==> config.mk <==
export PLATFORM = sky130hd
export DESIGN_NAME = core_wb_arb_flat
export DESIGN_NICKNAME = d
export VERILOG_FILES = /design/src/rtl/core_wb_arb_if.sv /design/src/rtl/core_wb_arb.sv /design/src/flat_wrapper.sv
export SDC_FILE = /design/constraint.sdc
export NUM_CORES = 1
export LEC_CHECK = 0
export CAP_MARGIN = 20
export CELL_PAD_IN_SITES_DETAIL_PLACEMENT = 1
export CELL_PAD_IN_SITES_GLOBAL_PLACEMENT = 2
export CORE_ASPECT_RATIO = 1.2
export CORE_MARGIN = 2
export CORE_UTILIZATION = 38
export DETAILED_ROUTE_END_ITERATION = 10
export PLACE_DENSITY_LB_ADDON = 0.1
export SYNTH_ARGS = -nofsm -noshare
export SYNTH_HDL_FRONTEND = slang
export SYNTH_SLANG_ARGS = --single-unit
==> constraint.sdc <==
create_clock -name i_wb_clk -period 4.05 [get_ports i_wb_clk]
set_input_delay 0.6075 -clock i_wb_clk [delete_from_list [all_inputs] [get_ports i_wb_clk]]
set_output_delay 0.6075 -clock i_wb_clk [all_outputs]
set_load 0.02 [all_outputs]
==> src/rtl/core_wb_arb_if.sv <==
// Writeback arbiter bus: pipeline writeback, long-latency result handshake and register-file port.
// Latency: pure signal bundle, no storage.
// Backpressure: o_wb_lu_ready throttles the long-latency source; o_wb_stall holds the pipeline.
interface core_wb_arb_if;
    logic        i_wb_pipe_we;
    logic [4:0]  i_wb_pipe_rd;
    logic [63:0] i_wb_pipe_data;
    logic        i_wb_lu_valid;
    logic        o_wb_lu_ready;
    logic [4:0]  i_wb_lu_rd;
    logic [63:0] i_wb_lu_data;
    logic        o_wb_rf_we;
    logic [4:0]  o_wb_rf_a3;
    logic [63:0] o_wb_rf_wd3;
    logic [31:0] o_wb_busy_mask;
    logic        o_wb_stall;
    logic        o_wb_err;

    // Arbiter side.
    modport slave (
        input  i_wb_pipe_we, i_wb_pipe_rd, i_wb_pipe_data,
        input  i_wb_lu_valid, i_wb_lu_rd, i_wb_lu_data,
        output o_wb_lu_ready,
        output o_wb_rf_we, o_wb_rf_a3, o_wb_rf_wd3,
        output o_wb_busy_mask, o_wb_stall, o_wb_err
    );

    // Core / result-source side.
    modport master (
        output i_wb_pipe_we, i_wb_pipe_rd, i_wb_pipe_data,
        output i_wb_lu_valid, i_wb_lu_rd, i_wb_lu_data,
        input  o_wb_lu_ready,
        input  o_wb_rf_we, o_wb_rf_a3, o_wb_rf_wd3,
        input  o_wb_busy_mask, o_wb_stall, o_wb_err
    );
endinterface

==> src/rtl/core_wb_arb.sv <==
// Register-file write-port arbiter: pipeline writeback first, long-latency results via a small FIFO.
// Latency: pipeline writes pass through combinationally; a queued result can write the cycle after enqueue.
// Backpressure: lu_ready drops when the FIFO is full; stall steals one pipeline slot after STARVE_MAX idle cycles.
module core_wb_arb #(
    parameter int DEPTH      = 4,
    parameter int STARVE_MAX = 8
) (
    input  logic           i_wb_clk,
    input  logic           i_wb_rst_n,
    core_wb_arb_if.slave   bus
);
    localparam int PW = $clog2(DEPTH);
    localparam int CW = PW + 1;
    localparam int SW = $clog2(STARVE_MAX + 1);

    logic [4:0]       fifo_rd  [DEPTH];
    logic [63:0]      fifo_dat [DEPTH];
    logic [DEPTH-1:0] slot_vld;
    logic [PW-1:0]    wr_ptr;
    logic [PW-1:0]    rd_ptr;
    logic [CW-1:0]    count;
    logic [SW-1:0]    starve;
    logic             err;

    logic        not_empty;
    logic        lu_ready;
    logic        stall;
    logic        pipe_eff;
    logic        enq;
    logic        deq;
    logic        rf_we;
    logic [4:0]  rf_a3;
    logic [63:0] rf_wd3;
    logic [31:0] busy;

    // Ready and stall come only from registered state, so lu_valid never reaches them.
    assign not_empty = (count != '0);
    assign lu_ready  = (count != CW'(DEPTH));
    assign stall     = (starve == SW'(STARVE_MAX)) & not_empty;

    // The pipeline owns the port unless it writes x0, is idle, or is being held for a FIFO drain.
    // The port is kept quiet while reset is asserted even if the pipeline presents a write.
    assign pipe_eff = i_wb_rst_n & bus.i_wb_pipe_we & (bus.i_wb_pipe_rd != 5'd0) & ~stall;
    assign deq      = i_wb_rst_n & ~pipe_eff & not_empty;
    // Writes to x0 complete the handshake but are never stored.
    assign enq      = bus.i_wb_lu_valid & lu_ready & (bus.i_wb_lu_rd != 5'd0);

    // Register-file port mux; the register file samples on the falling edge.
    always_comb begin
        rf_we  = 1'b0;
        rf_a3  = 5'd0;
        rf_wd3 = 64'd0;
        if (pipe_eff) begin
            rf_we  = 1'b1;
            rf_a3  = bus.i_wb_pipe_rd;
            rf_wd3 = bus.i_wb_pipe_data;
        end else if (deq) begin
            rf_we  = 1'b1;
            rf_a3  = fifo_rd[rd_ptr];
            rf_wd3 = fifo_dat[rd_ptr];
        end
    end

    // Busy mask: OR of one-hot destinations over occupied slots, so duplicates hold the bit until the last drains.
    always_comb begin
        busy = 32'd0;
        for (int i = 0; i < DEPTH; i++) begin
            if (slot_vld[i]) begin
                busy[fifo_rd[i]] = 1'b1;
            end
        end
        busy[0] = 1'b0;
    end

    // FIFO control: pointers, occupancy count and per-slot valid bits.
    always_ff @(posedge i_wb_clk or negedge i_wb_rst_n) begin
        if (!i_wb_rst_n) begin
            wr_ptr   <= '0;
            rd_ptr   <= '0;
            count    <= '0;
            slot_vld <= '0;
        end else begin
            if (deq) begin
                rd_ptr           <= rd_ptr + PW'(1);
                slot_vld[rd_ptr] <= 1'b0;
            end
            if (enq) begin
                wr_ptr           <= wr_ptr + PW'(1);
                slot_vld[wr_ptr] <= 1'b1;
            end
            case ({enq, deq})
                2'b10:   count <= count + CW'(1);
                2'b01:   count <= count - CW'(1);
                default: count <= count;
            endcase
        end
    end

    // FIFO payload storage; contents are meaningless unless the slot is valid, so no reset is needed.
    always_ff @(posedge i_wb_clk) begin
        if (enq) begin
            fifo_rd[wr_ptr]  <= bus.i_wb_lu_rd;
            fifo_dat[wr_ptr] <= bus.i_wb_lu_data;
        end
    end

    // Starvation counter: counts cycles a non-empty FIFO is denied the port, saturating at STARVE_MAX.
    always_ff @(posedge i_wb_clk or negedge i_wb_rst_n) begin
        if (!i_wb_rst_n) begin
            starve <= '0;
        end else if (!not_empty || deq) begin
            starve <= '0;
        end else if (starve != SW'(STARVE_MAX)) begin
            starve <= starve + SW'(1);
        end
    end

    // Sticky ordering error: the pipeline overwrote a register that still has a queued result.
    always_ff @(posedge i_wb_clk or negedge i_wb_rst_n) begin
        if (!i_wb_rst_n) begin
            err <= 1'b0;
        end else if (pipe_eff && busy[bus.i_wb_pipe_rd]) begin
            err <= 1'b1;
        end
    end

    assign bus.o_wb_lu_ready  = lu_ready;
    assign bus.o_wb_rf_we     = rf_we;
    assign bus.o_wb_rf_a3     = rf_a3;
    assign bus.o_wb_rf_wd3    = rf_wd3;
    assign bus.o_wb_busy_mask = busy;
    assign bus.o_wb_stall     = stall;
    assign bus.o_wb_err       = err;
endmodule

==> src/flat_wrapper.sv <==
// flat-port wrapper written by rule: the top's interface ports become plain ports
module core_wb_arb_flat 
#(
    parameter int DEPTH      = 4,
    parameter int STARVE_MAX = 8
)
  (i_wb_clk, i_wb_rst_n, bus_i_wb_pipe_we, bus_i_wb_pipe_rd, bus_i_wb_pipe_data, bus_i_wb_lu_valid, bus_i_wb_lu_rd, bus_i_wb_lu_data, bus_o_wb_lu_ready, bus_o_wb_rf_we, bus_o_wb_rf_a3, bus_o_wb_rf_wd3, bus_o_wb_busy_mask, bus_o_wb_stall, bus_o_wb_err);
  core_wb_arb_if bus_i ();
  input  logic i_wb_clk;
  input  logic i_wb_rst_n;
  input wire logic [$bits(bus_i.i_wb_pipe_we)-1:0] bus_i_wb_pipe_we;
  input wire logic [$bits(bus_i.i_wb_pipe_rd)-1:0] bus_i_wb_pipe_rd;
  input wire logic [$bits(bus_i.i_wb_pipe_data)-1:0] bus_i_wb_pipe_data;
  input wire logic [$bits(bus_i.i_wb_lu_valid)-1:0] bus_i_wb_lu_valid;
  input wire logic [$bits(bus_i.i_wb_lu_rd)-1:0] bus_i_wb_lu_rd;
  input wire logic [$bits(bus_i.i_wb_lu_data)-1:0] bus_i_wb_lu_data;
  output wire logic [$bits(bus_i.o_wb_lu_ready)-1:0] bus_o_wb_lu_ready;
  output wire logic [$bits(bus_i.o_wb_rf_we)-1:0] bus_o_wb_rf_we;
  output wire logic [$bits(bus_i.o_wb_rf_a3)-1:0] bus_o_wb_rf_a3;
  output wire logic [$bits(bus_i.o_wb_rf_wd3)-1:0] bus_o_wb_rf_wd3;
  output wire logic [$bits(bus_i.o_wb_busy_mask)-1:0] bus_o_wb_busy_mask;
  output wire logic [$bits(bus_i.o_wb_stall)-1:0] bus_o_wb_stall;
  output wire logic [$bits(bus_i.o_wb_err)-1:0] bus_o_wb_err;
  assign bus_i.i_wb_pipe_we = bus_i_wb_pipe_we;
  assign bus_i.i_wb_pipe_rd = bus_i_wb_pipe_rd;
  assign bus_i.i_wb_pipe_data = bus_i_wb_pipe_data;
  assign bus_i.i_wb_lu_valid = bus_i_wb_lu_valid;
  assign bus_i.i_wb_lu_rd = bus_i_wb_lu_rd;
  assign bus_i.i_wb_lu_data = bus_i_wb_lu_data;
  assign bus_o_wb_lu_ready = bus_i.o_wb_lu_ready;
  assign bus_o_wb_rf_we = bus_i.o_wb_rf_we;
  assign bus_o_wb_rf_a3 = bus_i.o_wb_rf_a3;
  assign bus_o_wb_rf_wd3 = bus_i.o_wb_rf_wd3;
  assign bus_o_wb_busy_mask = bus_i.o_wb_busy_mask;
  assign bus_o_wb_stall = bus_i.o_wb_stall;
  assign bus_o_wb_err = bus_i.o_wb_err;
  core_wb_arb #(.DEPTH(DEPTH), .STARVE_MAX(STARVE_MAX)) u_core (.i_wb_clk(i_wb_clk), .i_wb_rst_n(i_wb_rst_n), .bus(bus_i));
endmodule
Word-level counts from Yosys, hierarchy flattened
Memories as Yosys holds them, arrays and structs flattened.
Cells that the tools add are included.
- flip-flop bits (word level): 16
- memory bits (writable): 276
- output and inout port bits: 105
- logic and storage cells: 92
- memories kept: 2
- memories (name ; depth ; bits a word ; rd ports ; clocked after Yosys merged registers in ; write ports ; line ; text):
    u_core.fifo_dat ; 4 ; 64 ; 1 ; 0 ; 1 ; core_wb_arb.sv:17 ; logic [63:0] fifo_dat [DEPTH];
    u_core.fifo_rd ; 4 ; 5 ; 5 ; 0 ; 1 ; core_wb_arb.sv:16 ; logic [4:0] fifo_rd [DEPTH];
- $add $sub $neg: 5
- $lt $le $gt $ge: 13
- eq/ne operators: 5
- mux-type cells: 31
- bitwise operators: 16
- reductions and logical operators: 14
- operators with widths (kind ; count):
    2-to-1 mux 32 bit ; 4
    2-to-1 mux 64 bit ; 2
    bitwise OR 32 bit ; 3
    < comparator 5 x 6 -> 1 bit (second input constant) ; 5
    demux 1 bit (select 5 bit) ; 4
    greater-or-equal comparator 5 x 1 -> 1 bit (second input constant) ; 4
    2-to-1 mux 4 bit ; 4
    2-to-1 mux 1 bit ; 11
    2-to-1 mux 5 bit ; 2
    nonzero test 5 bit ; 2
    AND 1 bit ; 8
    logical AND 1 bit ; 7
    < comparator 2 x 3 -> 1 bit (second input constant) ; 2
    one-hot mux 3 bit (2 select lines) ; 1
    binary-select mux 1 bit (select 5 bit) ; 1
    adder 2 x 1 -> 2 bit (second input constant) ; 2
    adder 4 x 1 -> 4 bit (second input constant) ; 1
    AND 4 bit ; 1
    demux 1 bit (select 2 bit) ; 2
    == test 4 bit (second input constant) ; 1
    greater-or-equal comparator 2 x 1 -> 1 bit (second input constant) ; 2
    inequality test 4 bit (second input constant) ; 1
    NOT 4 bit ; 1
    bitwise OR 4 bit ; 1
    other kinds (10) ; 12

Logic depth before layout (Yosys ltp)
An unclocked memory read counts as a cell.
- word-level depth: 15
- mapped depth: 13
- gate-level depth less buffers: 12

Worst setup path after synthesis
No wires, ideal clock.
- kind: register to register
- start: register u_core.count[0]
- end: memory u_core.fifo_dat[0][0], enable pin
- data arrival time: 2.790 ns
- setup slack: 0.825 ns
- cell stages (with the launch flop): 6
- clock period less this slack: 3.225 ns
- cell sequence: dfrtp_1 -> inv_1 -> nand3_1 -> nand2_1 -> a21oi_1 -> and2_1
- word-level cells in the longest chain between the ends: 5
- ends and longest elaborated chain (item ; line ; text):
    start, declared ; core_wb_arb.sv:21 ; logic [CW-1:0] count;
    start signal, assigned ; core_wb_arb.sv:92 ; 2'b10: count <= count + CW'(1);
    start signal, assigned ; core_wb_arb.sv:93 ; 2'b01: count <= count - CW'(1);
    start signal, assigned ; core_wb_arb.sv:94 ; default: count <= count;
    inequality test 3 bit ; core_wb_arb.sv:38 ; assign lu_ready = (count != CW'(DEPTH));
    via bus_o_wb_lu_ready ; flat_wrapper.sv:17 ; output wire logic [$bits(bus_i.o_wb_lu_ready)-1:0] bus_o_wb_lu_ready;
    AND 1 bit (2 in series) ; core_wb_arb.sv:46 ; assign enq = bus.i_wb_lu_valid & lu_ready & (bus.i_wb_lu_rd != 5'd0);
    2-to-1 mux 1 bit ; core_wb_arb.sv:101 ; if (enq) begin
    2-to-1 mux 1 bit (not written as such) ; core_wb_arb.sv:103 ; fifo_dat[wr_ptr] <= bus.i_wb_lu_data;
    end, declared ; core_wb_arb.sv:17 ;
The timed path passes the listed nets, and every way through them passes these cells.

Final worst setup path
- start: input bus_i_wb_pipe_rd[1]
- end: output bus_o_wb_rf_wd3[63]
- word-level cells in the longest chain between the ends: 8
- ends and longest elaborated chain (item ; line ; text):
    start, declared ; flat_wrapper.sv:12 ; input wire logic [$bits(bus_i.i_wb_pipe_rd)-1:0] bus_i_wb_pipe_rd;
    nonzero test 5 bit (*) ; core_wb_arb.sv:43 ; assign pipe_eff = i_wb_rst_n & bus.i_wb_pipe_we & (bus.i_wb_pipe_rd != 5'd0) & ~stall;
    AND 1 bit (*) (2 in series) ; core_wb_arb.sv:43 ;
    NOT 1 bit ; core_wb_arb.sv:44 ; assign deq = i_wb_rst_n & ~pipe_eff & not_empty;
    AND 1 bit (2 in series) ; core_wb_arb.sv:44 ;
    2-to-1 mux 64 bit ; core_wb_arb.sv:57 ; end else if (deq) begin
    2-to-1 mux 64 bit (*) ; core_wb_arb.sv:53 ; if (pipe_eff) begin
    end, declared ; flat_wrapper.sv:20 ; output wire logic [$bits(bus_i.o_wb_rf_wd3)-1:0] bus_o_wb_rf_wd3;
Every way passes the cells marked *; elsewhere a longest branch is shown, timed or not.

==> results.json <==
{
  "status": "finished clean",
  "syn-cell-area_mm2": 0.01318,
  "synth_top_flop_cell": "edfxtp_1",
  "core_area_mm2": 0.03407,
  "vias": 8298,
  "crit_path_start_kind": "primary input",
  "routed_via_density": 5.477,
  "drtIter0Drc": 461,
  "multi_input_area_mm2": 0.004200,
  "drc": 0,
  "synth_area_leaders": "edfxtp_1, mux4_2, a22o_1",
  "syn_nets": 940,
  "yosysSeqAreaShare_pct": 65.91,
  "fill_cells": 3355,
  "max_slew_margin_pct": 54.11,
  "grt_max_degree": 73,
  "cts.htree.levels": 1,
  "first_global_vias": 8928,
  "fin_worst_skew_ns": 0.01440,
  "numClockSinks": 292,
  "final_cell_mix": "edfxtp_1, clkdlybuf4s50_1, a22o_1",
  "antenna_left": 0,
  "ys_types": 81,
  "synthArstFlopShare_pct": 5.479,
  "area.sequential_mm2": 0.008696,
  "holdBufCountCts": 0,
  "cp.required_ns": 3.44,
  "r2r_start": "u_core.starve[0]",
  "drv_slew": 0,
  "worst-path-max-fanout": 58,
  "final_hold_viol_count": 0,
  "layout_commonest_cell": "edfxtp_1",
  "critPathKind": "in -> out",
  "peakVddDrop_mv": 0.4357,
  "yosysTopAreaCell": "edfxtp_1",
  "syn2layout_area_growth_pct": 30.47,
  "cts_tree": "built",
  "grt_setup_unrepaired": "no",
  "overflow": 0,
  "clock-root-buffer": "clkbuf_16",
  "cts_resized": 0,
  "p_leak_nw": 5.838,
  "clk_path_buf_depth": 3,
  "reg2reg_to": "u_core.count[2]",
  "maxCapViolCount": 0,
  "wl_um": 35600,
  "post_cts_buffers": 0,
  "first_pass_iters": 7,
  "cts-buffers-inserted": 29,
  "yosys.area.top_type_share_pct": 62.87,
  "cellPowerDensity_mw_per_mm2": 623.8,
  "antenna_found_initial": 3,
  "hold_path.class": "in -> async",
  "grt_pass1_wl_um": 54970,
  "end_kind": "primary output",
  "portBuffers": 245,
  "drive_gt1_share_pct": 16.27,
  "gp_congestion": 0.8787,
  "wl_per_cell_um": 23.50,
  "dp_hpwl_um": 25050,
  "clkTransAtPathRegs_ns": 0.07,
  "ios": 247,
  "synthCells": 786,
  "die-width_um": 174.0,
  "rows": 74,
  "floorplan.initialDensity_pct": 38.69,
  "ys_ff_latch": 292,
  "grtUsageTotal_pct": 19.68,
  "die-area_mm2": 0.03620,
  "fmax_mhz": 267.5,
  "syn_avg_cell_area_um2": 16.77,
  "r2r_slack_ns": 1.22,
  "total_power_mw": 10.73,
  "max_slew.worst_pin.slew_ns": 0.6883,
  "rr_worst_depth": 13,
  "fp.dieH_um": 208.0,
  "nets": 1189,
  "finalSetupTns_ns": 0,
  "yosys_warnings": 0,
  "fin_crit_sh_pct": 92.31,
  "synth-edff-count": 276,
  "min_period_ns": 3.738,
  "setup_viol": 0,
  "arrival_ns": 3.13,
  "clock_latency_ns": 0.54
}
cells in the mapped netlist (6+ instances only):
cell type / count
a22o_1: 70
and2_1: 6
dfrtp_1: 16
nand3_1: 6
a211o_1: 7
nand2b_1: 11
nand2_1: 33
mux4_2: 69
o22ai_1: 26
a31oi_1: 7
or2_2: 9
a21oi_1: 9
buf_2: 13
edfxtp_1: 276
nor2_1: 27
inv_1: 17
nand4b_1: 6
nor2b_1: 7
nor3_1: 7
nand3b_1: 6
ha_1: 11
o21ai_0: 6
clkbuf_1: 30
worst max-delay path by stage:
stage,start,to,slack (ns),depth (start not counted)
6_report,bus_i_wb_pipe_rd[1],bus_o_wb_rf_wd3[63],0.31,8
4_1_cts,bus_i_wb_pipe_rd[1],bus_o_wb_rf_wd3[63],0.28,8
3_3_place_gp,bus_i_wb_pipe_rd[1],bus_o_wb_rf_wd3[63],0.33,8
2_1_floorplan,u_core.count[0],u_core.fifo_dat[0][0],0.82,5
3_5_place_dp,bus_i_wb_pipe_rd[1],bus_o_wb_rf_wd3[63],0.30,8
5_1_grt,u_core.starve[0],bus_o_wb_rf_wd3[11],0.14,9
final cells by class:
| class | instances | share of cell area (%) |
|---|---|---|
| antenna | 2 | 0.02910 |
| clock buffer | 36 | 4.372 |
| clock inverter | 17 | 0.7639 |
| inverter | 17 | 0.3710 |
| multi-input combinational | 423 | 24.42 |
| sequential | 292 | 50.56 |
| tap | 456 | 3.317 |
| timing repair buffer | 272 | 16.16 |
worst max-delay path, stage by stage:
cell and delay (ns):
clkdlybuf4s50_1 0.42, or2_2 0.33, o41ai_4 0.33, nor3_4 0.09, nor3_4 0.20, buf_12 0.30
a22o_1 0.18, clkdlybuf4s50_1 0.63
report_power, final:
part | switching, mW | leakage, nW | internal, mW
registers | 0.403 | 2.72 | 3.98
logic | 1.94 | 2.69 | 1.89
clock network | 1.08 | 0.431 | 1.44
total | 3.42 | 5.84 | 7.31
through the flow:
step | setup slack, ns | cell area, um^2 | utilization, % | std cells | hold WS [ns]
floorplan | 0.8245 | 13180 | - | 786 | 0.3119
global placement | 0.3265 | 16310 | 47.87 | 1460 | 0.5035
detailed placement | 0.2996 | 16310 | 47.87 | 1460 | 0.5126
CTS | 0.2806 | 17190 | 50.46 | 1513 | 0.4389
global route | 0.1409 | 17190 | 50.46 | 1513 | 0.4791
finish | 0.3116 | 17200 | 50.48 | 1515 | 0.4483
flip-flops by register name (all words and copies together), names as in the netlist:
| name | count |
|---|---|
| u_core.rd_ptr | 2 |
| u_core.count | 3 |
| u_core.wr_ptr | 2 |
| u_core.slot_vld | 4 |
| u_core.bus.o_wb_err | 1 |
| u_core.fifo_dat | 256 |
| u_core.fifo_rd | 20 |
| u_core.starve | 4 |
metal layers:
metal | vias up | GRT usage (%) | wire length [um]
met5 | - | 0 | 12
met4 | 2 | 6.085 | 1128
met3 | 64 | 3.838 | 2164
met2 | 272 | 34.72 | 18240
met1 | 4199 | 24.43 | 14050
li1 | 3761 | - | -
cells by family (layout without fill, tap and decap cells):
group | after synthesis | in the layout | share of synthesized area, %
AO/OA/AOI/OAI | 166 | 166 | 10.13
buffers and inverters | 71 | 342 | 2.401
adder cells (fa/ha/maj) | 12 | 12 | 1.196
other | 1 | 3 | 0.02845
flip-flops | 292 | 292 | 65.91
XOR/XNOR | 7 | 7 | 0.4651
AND/OR/NAND/NOR | 163 | 163 | 7.527
multiplexers | 74 | 74 | 12.35
Power figures use the tool's default switching activity.
